===== src/rtl/histogram_cdf_reader.sv =====
// Histogram reader: sweeps 256 bins, accumulates a saturating CDF and writes a
// histogram-equalisation gray LUT. Optional macro HISTO_AUTOCLEAR_EN adds a bin-clear sweep.
module histogram_cdf_reader #(
    parameter int unsigned RD_LAT      = 2,
    parameter int unsigned SCALE_MUL   = 11141,
    parameter int unsigned SCALE_SHIFT = 24
) (
    input  logic        iClk,
    input  logic        iRst,
    input  logic        iStart,
    output logic        oBusy,
    output logic        oDone,
    output logic [7:0]  oHistoAddr,
    input  logic [19:0] iHistoVal,
    output logic        oHistoClear,
    output logic        oLutWe,
    output logic [7:0]  oLutAddr,
    output logic [7:0]  oLutData,
    output logic [19:0] oTotal,
    output logic        oOvf
);

    localparam int unsigned AW = 8;
    localparam int unsigned CW = 20;
    localparam int unsigned PW = 36;
    localparam logic [AW-1:0] LAST_BIN = '1;
    localparam logic [CW-1:0] CDF_MAX  = '1;
    localparam logic [PW-1:0] ROUND    = PW'(1) << (SCALE_SHIFT - 1);

    typedef enum logic [2:0] {
        S_IDLE,
        S_SWEEP,
        S_DRAIN,
`ifdef HISTO_AUTOCLEAR_EN
        S_CLEAR,
`endif
        S_DONE
    } state_t;

    state_t              state_q, state_d;
    logic [AW-1:0]       addr_q, addr_d;
    logic                busy_q, busy_d;
    logic                done_q, done_d;
    logic                we_q, we_d;
    logic [AW-1:0]       laddr_q, laddr_d;
    logic [AW-1:0]       ldata_q, ldata_d;
    logic [CW-1:0]       total_q, total_d;
    logic                ovf_q, ovf_d;
    logic [CW-1:0]       cdf_q, cdf_d;
    logic [AW-1:0]       cap_idx_q, cap_idx_d;
    logic [RD_LAT-1:0]   vld_q, vld_d;
    logic                hclr_q, hclr_d;

    logic                cap;
    logic [CW:0]         sum;
    logic [PW-1:0]       prod;
    logic [PW-1:0]       scaled;

    // Registered state, synchronous reset
    always_ff @(posedge iClk) begin
        if (iRst) begin
            state_q   <= S_IDLE;
            addr_q    <= '0;
            busy_q    <= 1'b0;
            done_q    <= 1'b0;
            we_q      <= 1'b0;
            laddr_q   <= '0;
            ldata_q   <= '0;
            total_q   <= '0;
            ovf_q     <= 1'b0;
            cdf_q     <= '0;
            cap_idx_q <= '0;
            vld_q     <= '0;
            hclr_q    <= 1'b0;
        end else begin
            state_q   <= state_d;
            addr_q    <= addr_d;
            busy_q    <= busy_d;
            done_q    <= done_d;
            we_q      <= we_d;
            laddr_q   <= laddr_d;
            ldata_q   <= ldata_d;
            total_q   <= total_d;
            ovf_q     <= ovf_d;
            cdf_q     <= cdf_d;
            cap_idx_q <= cap_idx_d;
            vld_q     <= vld_d;
            hclr_q    <= hclr_d;
        end
    end

    // Next-state, CDF accumulation and LUT scaling
    always_comb begin
        state_d   = state_q;
        addr_d    = addr_q;
        we_d      = 1'b0;
        laddr_d   = laddr_q;
        ldata_d   = ldata_q;
        total_d   = total_q;
        ovf_d     = ovf_q;
        cdf_d     = cdf_q;
        cap_idx_d = cap_idx_q;
        sum       = '0;
        prod      = '0;
        scaled    = '0;
        // Read-valid pipeline: bit RD_LAT-1 marks the cycle a swept bin's count arrives
        vld_d     = RD_LAT'({vld_q, state_q == S_SWEEP});
        cap       = vld_q[RD_LAT-1];

        case (state_q)
            S_IDLE: begin
                if (iStart) begin
                    state_d   = S_SWEEP;
                    addr_d    = '0;
                    cdf_d     = '0;
                    ovf_d     = 1'b0;
                    total_d   = '0;
                    cap_idx_d = '0;
                end
            end
            S_SWEEP: begin
                addr_d = addr_q + AW'(1);
                if (addr_q == LAST_BIN) begin
                    state_d = S_DRAIN;
                end
            end
            S_DRAIN: begin
                if (we_q && (laddr_q == LAST_BIN)) begin
                    total_d = cdf_q;
                    addr_d  = '0;
`ifdef HISTO_AUTOCLEAR_EN
                    state_d = S_CLEAR;
`else
                    state_d = S_DONE;
`endif
                end
            end
`ifdef HISTO_AUTOCLEAR_EN
            S_CLEAR: begin
                addr_d = addr_q + AW'(1);
                if (addr_q == LAST_BIN) begin
                    state_d = S_DONE;
                end
            end
`endif
            S_DONE: begin
                state_d = S_IDLE;
            end
            default: begin
                state_d = S_IDLE;
                addr_d  = '0;
            end
        endcase

        if (cap) begin
            sum = {1'b0, cdf_q} + {1'b0, iHistoVal};
            if (sum[CW]) begin
                cdf_d = CDF_MAX;
                ovf_d = 1'b1;
            end else begin
                cdf_d = sum[CW-1:0];
            end
            // Constant-reciprocal scaling with round-to-nearest, clamped to 8 bits
            prod      = PW'(cdf_d) * PW'(SCALE_MUL) + ROUND;
            scaled    = prod >> SCALE_SHIFT;
            ldata_d   = (|scaled[PW-1:AW]) ? '1 : scaled[AW-1:0];
            we_d      = 1'b1;
            laddr_d   = cap_idx_q;
            cap_idx_d = cap_idx_q + AW'(1);
        end

        done_d = (state_d == S_DONE);
`ifdef HISTO_AUTOCLEAR_EN
        hclr_d = (state_d == S_CLEAR);
        busy_d = (state_d == S_SWEEP) || (state_d == S_DRAIN) || (state_d == S_CLEAR);
`else
        hclr_d = 1'b0;
        busy_d = (state_d == S_SWEEP) || (state_d == S_DRAIN);
`endif
    end

    assign oBusy       = busy_q;
    assign oDone       = done_q;
    assign oHistoAddr  = addr_q;
    assign oHistoClear = hclr_q;
    assign oLutWe      = we_q;
    assign oLutAddr    = laddr_q;
    assign oLutData    = ldata_q;
    assign oTotal      = total_q;
    assign oOvf        = ovf_q;

endmodule


===== config.mk =====
export PLATFORM = sky130hd
export DESIGN_NAME = histogram_cdf_reader
export DESIGN_NICKNAME = d
export VERILOG_FILES = /design/src/rtl/histogram_cdf_reader.sv
export SDC_FILE = /design/constraint.sdc
export NUM_CORES = 1
export LEC_CHECK = 0
export CAP_MARGIN = 10
export CORE_ASPECT_RATIO = 0.8
export CORE_MARGIN = 2
export CORE_UTILIZATION = 60
export DETAILED_ROUTE_END_ITERATION = 12
export PLACE_DENSITY = 0.82
export SLEW_MARGIN = 20
export SYNTH_ARGS = -nofsm -noshare
export SYNTH_HDL_FRONTEND = slang
export SYNTH_SLANG_ARGS = --single-unit

===== constraint.sdc =====
create_clock -name iClk -period 17.2 [get_ports iClk]
set_input_delay 3.44 -clock iClk [delete_from_list [all_inputs] [get_ports iClk]]
set_output_delay 3.44 -clock iClk [all_outputs]
set_load 0.03 [all_outputs]

Yosys cells after proc, flatten, opt, wreduce, memory -nomap -nowiden --
Index checks and enable logic that the tools add are counted.
Cells by class: multiplexer cells 22, $mul 1, reductions and logical operators 10, bitwise gates (word level) 1, eq/ne operators 10, add/subtract/negate cells 4
Operators with widths (count):
- $mux 20 | 6
- $mux 8 | 5
- $pmux 20 s2 | 1
- $add 34x24->35 const B | 1
- $mul 20x14->34 const B | 1
- $pmux 8 s4 | 1
- $add 20x20->21 | 1
- $add 8x1->8 const B | 2
- $eq 8x8->1 const B | 2
- $eq 3x2->1 const B | 4
- $mux 3 | 3
- $pmux 3 s3 | 1
- $eq 3x1->1 const B | 2
- $reduce_and 3->1 | 2
- $reduce_bool 2->1 | 3
- $mux 1 | 5
- $ne 2x2->1 const B | 2
- $reduce_or 4->1 | 1
- $logic_not 3->1 | 1
- $reduce_and 2->1 | 1
- $logic_and 1x1->1 | 1
- $logic_or 1x1->1 | 1
- $not 1->1 | 1
Word-level totals: output and inout bits 49, bits in registers 81

Logic depth before layout (Yosys ltp) --
depth after elaboration 7, gate-level depth with buffers 32, depth with buffers taken out 31

Worst setup path before layout --
OpenSTA, ideal clock, no wires.
path kind input to register, start point input iHistoVal[0], end point register ldata_q[0], in the netlist oLutData[0], buffers on the path 2, slack 6355 ps, required time 17058 ps, stages 30, arrival 10703 ps, cell sequence ha_1 -> fa_1 -> a21oi_1 -> o21bai_1 -> a21oi_1 -> nor3_1 -> nand4_1 -> a21boi_1 -> o22ai_2 -> buf_2 -> nand2_1 -> ha_1 -> fa_1 -> inv_1 -> fa_1 -> inv_1 -> fa_1 -> fa_1 -> ha_1 -> ha_1 -> a21oi_1 -> nand2_1 -> a211o_1 -> a2bb2oi_1 -> or3b_1 -> buf_6 -> mux2i_1 -> or4_4 -> nor4_4 -> a211oi_1
Between the ends: word-level cells in the longest chain between the ends 7
Ends and longest elaborated chain:
- start: declaration | RTL line 14 | input logic [19:0] iHistoVal,
- $add 20x20->21 * | RTL line 156 | sum = {1'b0, cdf_q} + {1'b0, iHistoVal};
- $mux 20 * | RTL line 157 | if (sum[CW]) begin
- $mux 20 * | RTL line 155 | if (cap) begin
- $mul 20x14->34 * | RTL line 164 | prod = PW'(cdf_d) * PW'(SCALE_MUL) + ROUND;
- $add 34x24->35 * | RTL line 164
- $reduce_or 4->1 | RTL line 166 | ldata_d = (|scaled[PW-1:AW]) ? '1 : scaled[AW-1:0];
- $mux 8 * | RTL line 166
- end signal: assignment | RTL line 82 | ldata_q <= ldata_d;
- end: declaration | RTL line 46 | logic [AW-1:0] ldata_q, ldata_d;
Mark *: on every way between the ends. The rest lies on a longest branch, timed or not. The select of a mux whose other input is x is not followed. A chain may end at the register's enable or synchronous reset.

Worst setup path in the final report --
start point input iHistoVal[0], end point register ldata_q[3], in the netlist oLutData[3]
The elaborated chain is that of the path after synthesis.

==> reports/results.ini <==
[floorplan]
core_region_area_um2 = 13700
fp.dieH_um = 111
ios = 72
initial_core_util_pct = 62.2
die_x_um = 137
die_area_um2 = 15200
rows = 38

[timing]
worst_pin_slew_ns = 1.04
max_slew_margin_pct = 29.7
timing.final.crit_share_pct = 71.7
tns_ns = 0
fmax_mhz = 81.1
layout_min_cycle_time_ns = 12.33
hold_slack_ns = 0.460
timing_hold_violations_final = 0
clock_skew_ns = 0.00482
rsz0062_at_grt = no
maxSlewViolCount = 0
setup_viol_count_final = 0

[yosys]
synth_flop_cell = dfxtp_1
yosys_warnings = 0
synthSimpleGateAreaFrac_pct = 12.1
synth_top_area_share_pct = 24.9
synth-compound-area-share_pct = 12.3
yosysMostFrequentCell = ha_1
synth-seq-cells = 81
yosysTopAreaCell = ha_1
syn_area_per_cell_um2 = 9.13
synth_edf_count = 0
synth_top_family_by_area = adder cells
async_reset_ff_share_pct = 0
synth_mux_area_share_pct = 1.82
yosysSeqAreaShare_pct = 19.0
synth_area_um2 = 8540
synthAdderAreaFrac_pct = 43.6
ys_types = 63
postSynthCellCount = 936
synth_common_cells = 170 x ha_1, 155 x inv_1, 81 x dfxtp_1
synth-xor-area-share_pct = 2.97
synthTopCellsByArea = ha_1 25%, dfxtp_1 19%, fa_1 19%

[place]
dp_cells = 1164
place_congestion = 0.934
port-buffer-count = 70
dp_hpwl_mm = 15.7

[worst_setup_path]
worstPathArrival_ns = 12.50
end_kind = flop
critPathLaunchType = primary input
r2r-end = oLutData[3]$_SDFFE_PP0P_
crit_slowest_cell = o22ai_2
path_class = in2reg
max_stage_delay_ns = 0.64
worstPathRequired_ns = 17.37
timing.reg2reg.setup_slack_ns = 8.07
cp_top_family = adder cells
crit_path_frequent_cell = fa_1
cp_num_buf_inv = 3
r2r-start = cdf_q[0]$_SDFFE_PP0P_
r2r_cells = 28
crit_fanout = 19

[outcome]
status = completed

[finish]
layout-drive-gt1-share_pct = 3.21
post-route-util_pct = 70.6
antenna_cells = 0
area_growth_pct = 13.5
nets = 1268
fin_cells = 1178

[flow_run]
maxCapViolCount = 0

[global_routing]
grt_pass1_wl_mm = 32.1
grt_max_degree = 54
antenna_found_initial = 0
grt_util_all_layers_pct = 26.1
gr-total-overflow = 0
first_global_vias = 6579

[routing]
ant_nets = 0
totalWireLength_mm = 18.9
via_count = 6660
viasPerCell = 5.65
wire_per_inst_um = 16.1
dr.pass1.iters = 5
drt_iter0_drc = 365
drc = 0

[cts]
cts_setup_buffers = 0
clock_latency_ns = 0.34
cts_buffers = 9
clkSlewWorstSetupHoldPaths_ns = 0.06
htree_levels = 3
cts.sinks = 81
clockBufferDepth = 2
clock-root-buffer = clkbuf_16
cts_tree = built
ctsResizeCount = 0
postCtsHoldBufs = 0

[worst_hold_path]
hold_path_class = reg2reg
hold_end = vld_q[1]$_SDFF_PP0_
holdPathStages = 1
hold_start = vld_q[0]$_SDFF_PP0_

[power_and_ir_drop]
leakage_nw = 4.68
powerDensity_nw_per_um2 = 137
max-vdd-ir-drop_mv = 0.103

==> state kept, by name (all words and copies together) (netlist names), 2 cells and up <==
signal,count
vld_q,2
oTotal,20
cdf_q,20
oHistoAddr,8
oLutData,8
state_q,3
oLutAddr,8
cap_idx_q,8
==> stage by stage <==
step / worst slack, ns / cell area, um2 / power (W)
finish: 4.87 / 9700 / 0.00133
CTS: 4.99 / 9700 / 0.00133
global route: 4.34 / 9700 / 0.00148
floorplan: 6.35 / 8550 / 0.000919
global placement: 4.89 / 9390 / 0.00109
detailed placement: 4.64 / 9390 / 0.00113
==> how the worst max path moves through the flow <==
stage               depth (start not counted)                  endpoint          from
floorplan                                  30  oLutData[0]$_SDFFE_PP0P_  iHistoVal[0]
global placement                           29  oLutData[5]$_SDFFE_PP0P_  iHistoVal[0]
detailed placement                         31  oLutData[3]$_SDFFE_PP0P_  iHistoVal[0]
CTS                                        29  oLutData[3]$_SDFFE_PP0P_  iHistoVal[0]
global route                               31  oLutData[3]$_SDFFE_PP0P_  iHistoVal[0]
finish                                     29  oLutData[3]$_SDFFE_PP0P_  iHistoVal[0]
==> report_power, final <==
group          internal, W  switching (W)
Clock             0.000126      0.0000744
Combinational     0.000401       0.000540
Sequential        0.000189     0.00000128
Total             0.000715       0.000616
==> cells by family after synthesis <==
logic type / Yosys count
fa+ha+maj: 250
other cells: 1
buf+inv: 182
flops: 81
simple gates: 216
mux: 15
compound gates: 162
xor+xnor: 29
==> layer usage <==
metal	part of all wire (%)	vias to the layer above	track usage (%)
li1	-	3273	-
met1	48	3137	38.5
met2	44	217	39.8
met3	5.8	33	4.48
met4	1.7	0	6.19
met5	0	-	0
==> cell type report <==
class / instances / area [um2]
clock buffers: 9 / 225
clock inverters: 5 / 81.3
fillers: 1035 / 4040
inverters: 156 / 586
multi-input cells: 674 / 6240
flip-flops and latches: 81 / 1620
well taps: 180 / 225
repair buffers: 73 / 718
==> cell usage in the layout (no fill, tap or decap), types with 7 or more instances in the layout <==
| cell | Yosys | routed |
|---|---|---|
| a211oi_1 | 9 | 9 |
| clkdlybuf4s50_1 | 0 | 69 |
| nand2b_1 | 13 | 13 |
| o21ai_0 | 20 | 20 |
| clkbuf_16 | 0 | 9 |
| nand4_1 | 7 | 7 |
| fa_1 | 80 | 80 |
| nor3_1 | 10 | 10 |
| nand3_1 | 35 | 35 |
| a21oi_1 | 62 | 62 |
| nor2_1 | 58 | 58 |
| nand2_1 | 63 | 63 |
| o21a_1 | 9 | 9 |
| a22o_1 | 17 | 17 |
| dfxtp_1 | 81 | 81 |
| xor2_1 | 9 | 9 |
| a21o_1 | 11 | 11 |
| inv_1 | 155 | 155 |
| ha_1 | 170 | 170 |
| mux2i_1 | 11 | 11 |
| xnor2_1 | 20 | 20 |
Note: power is estimated with default switching activity, not from simulation.
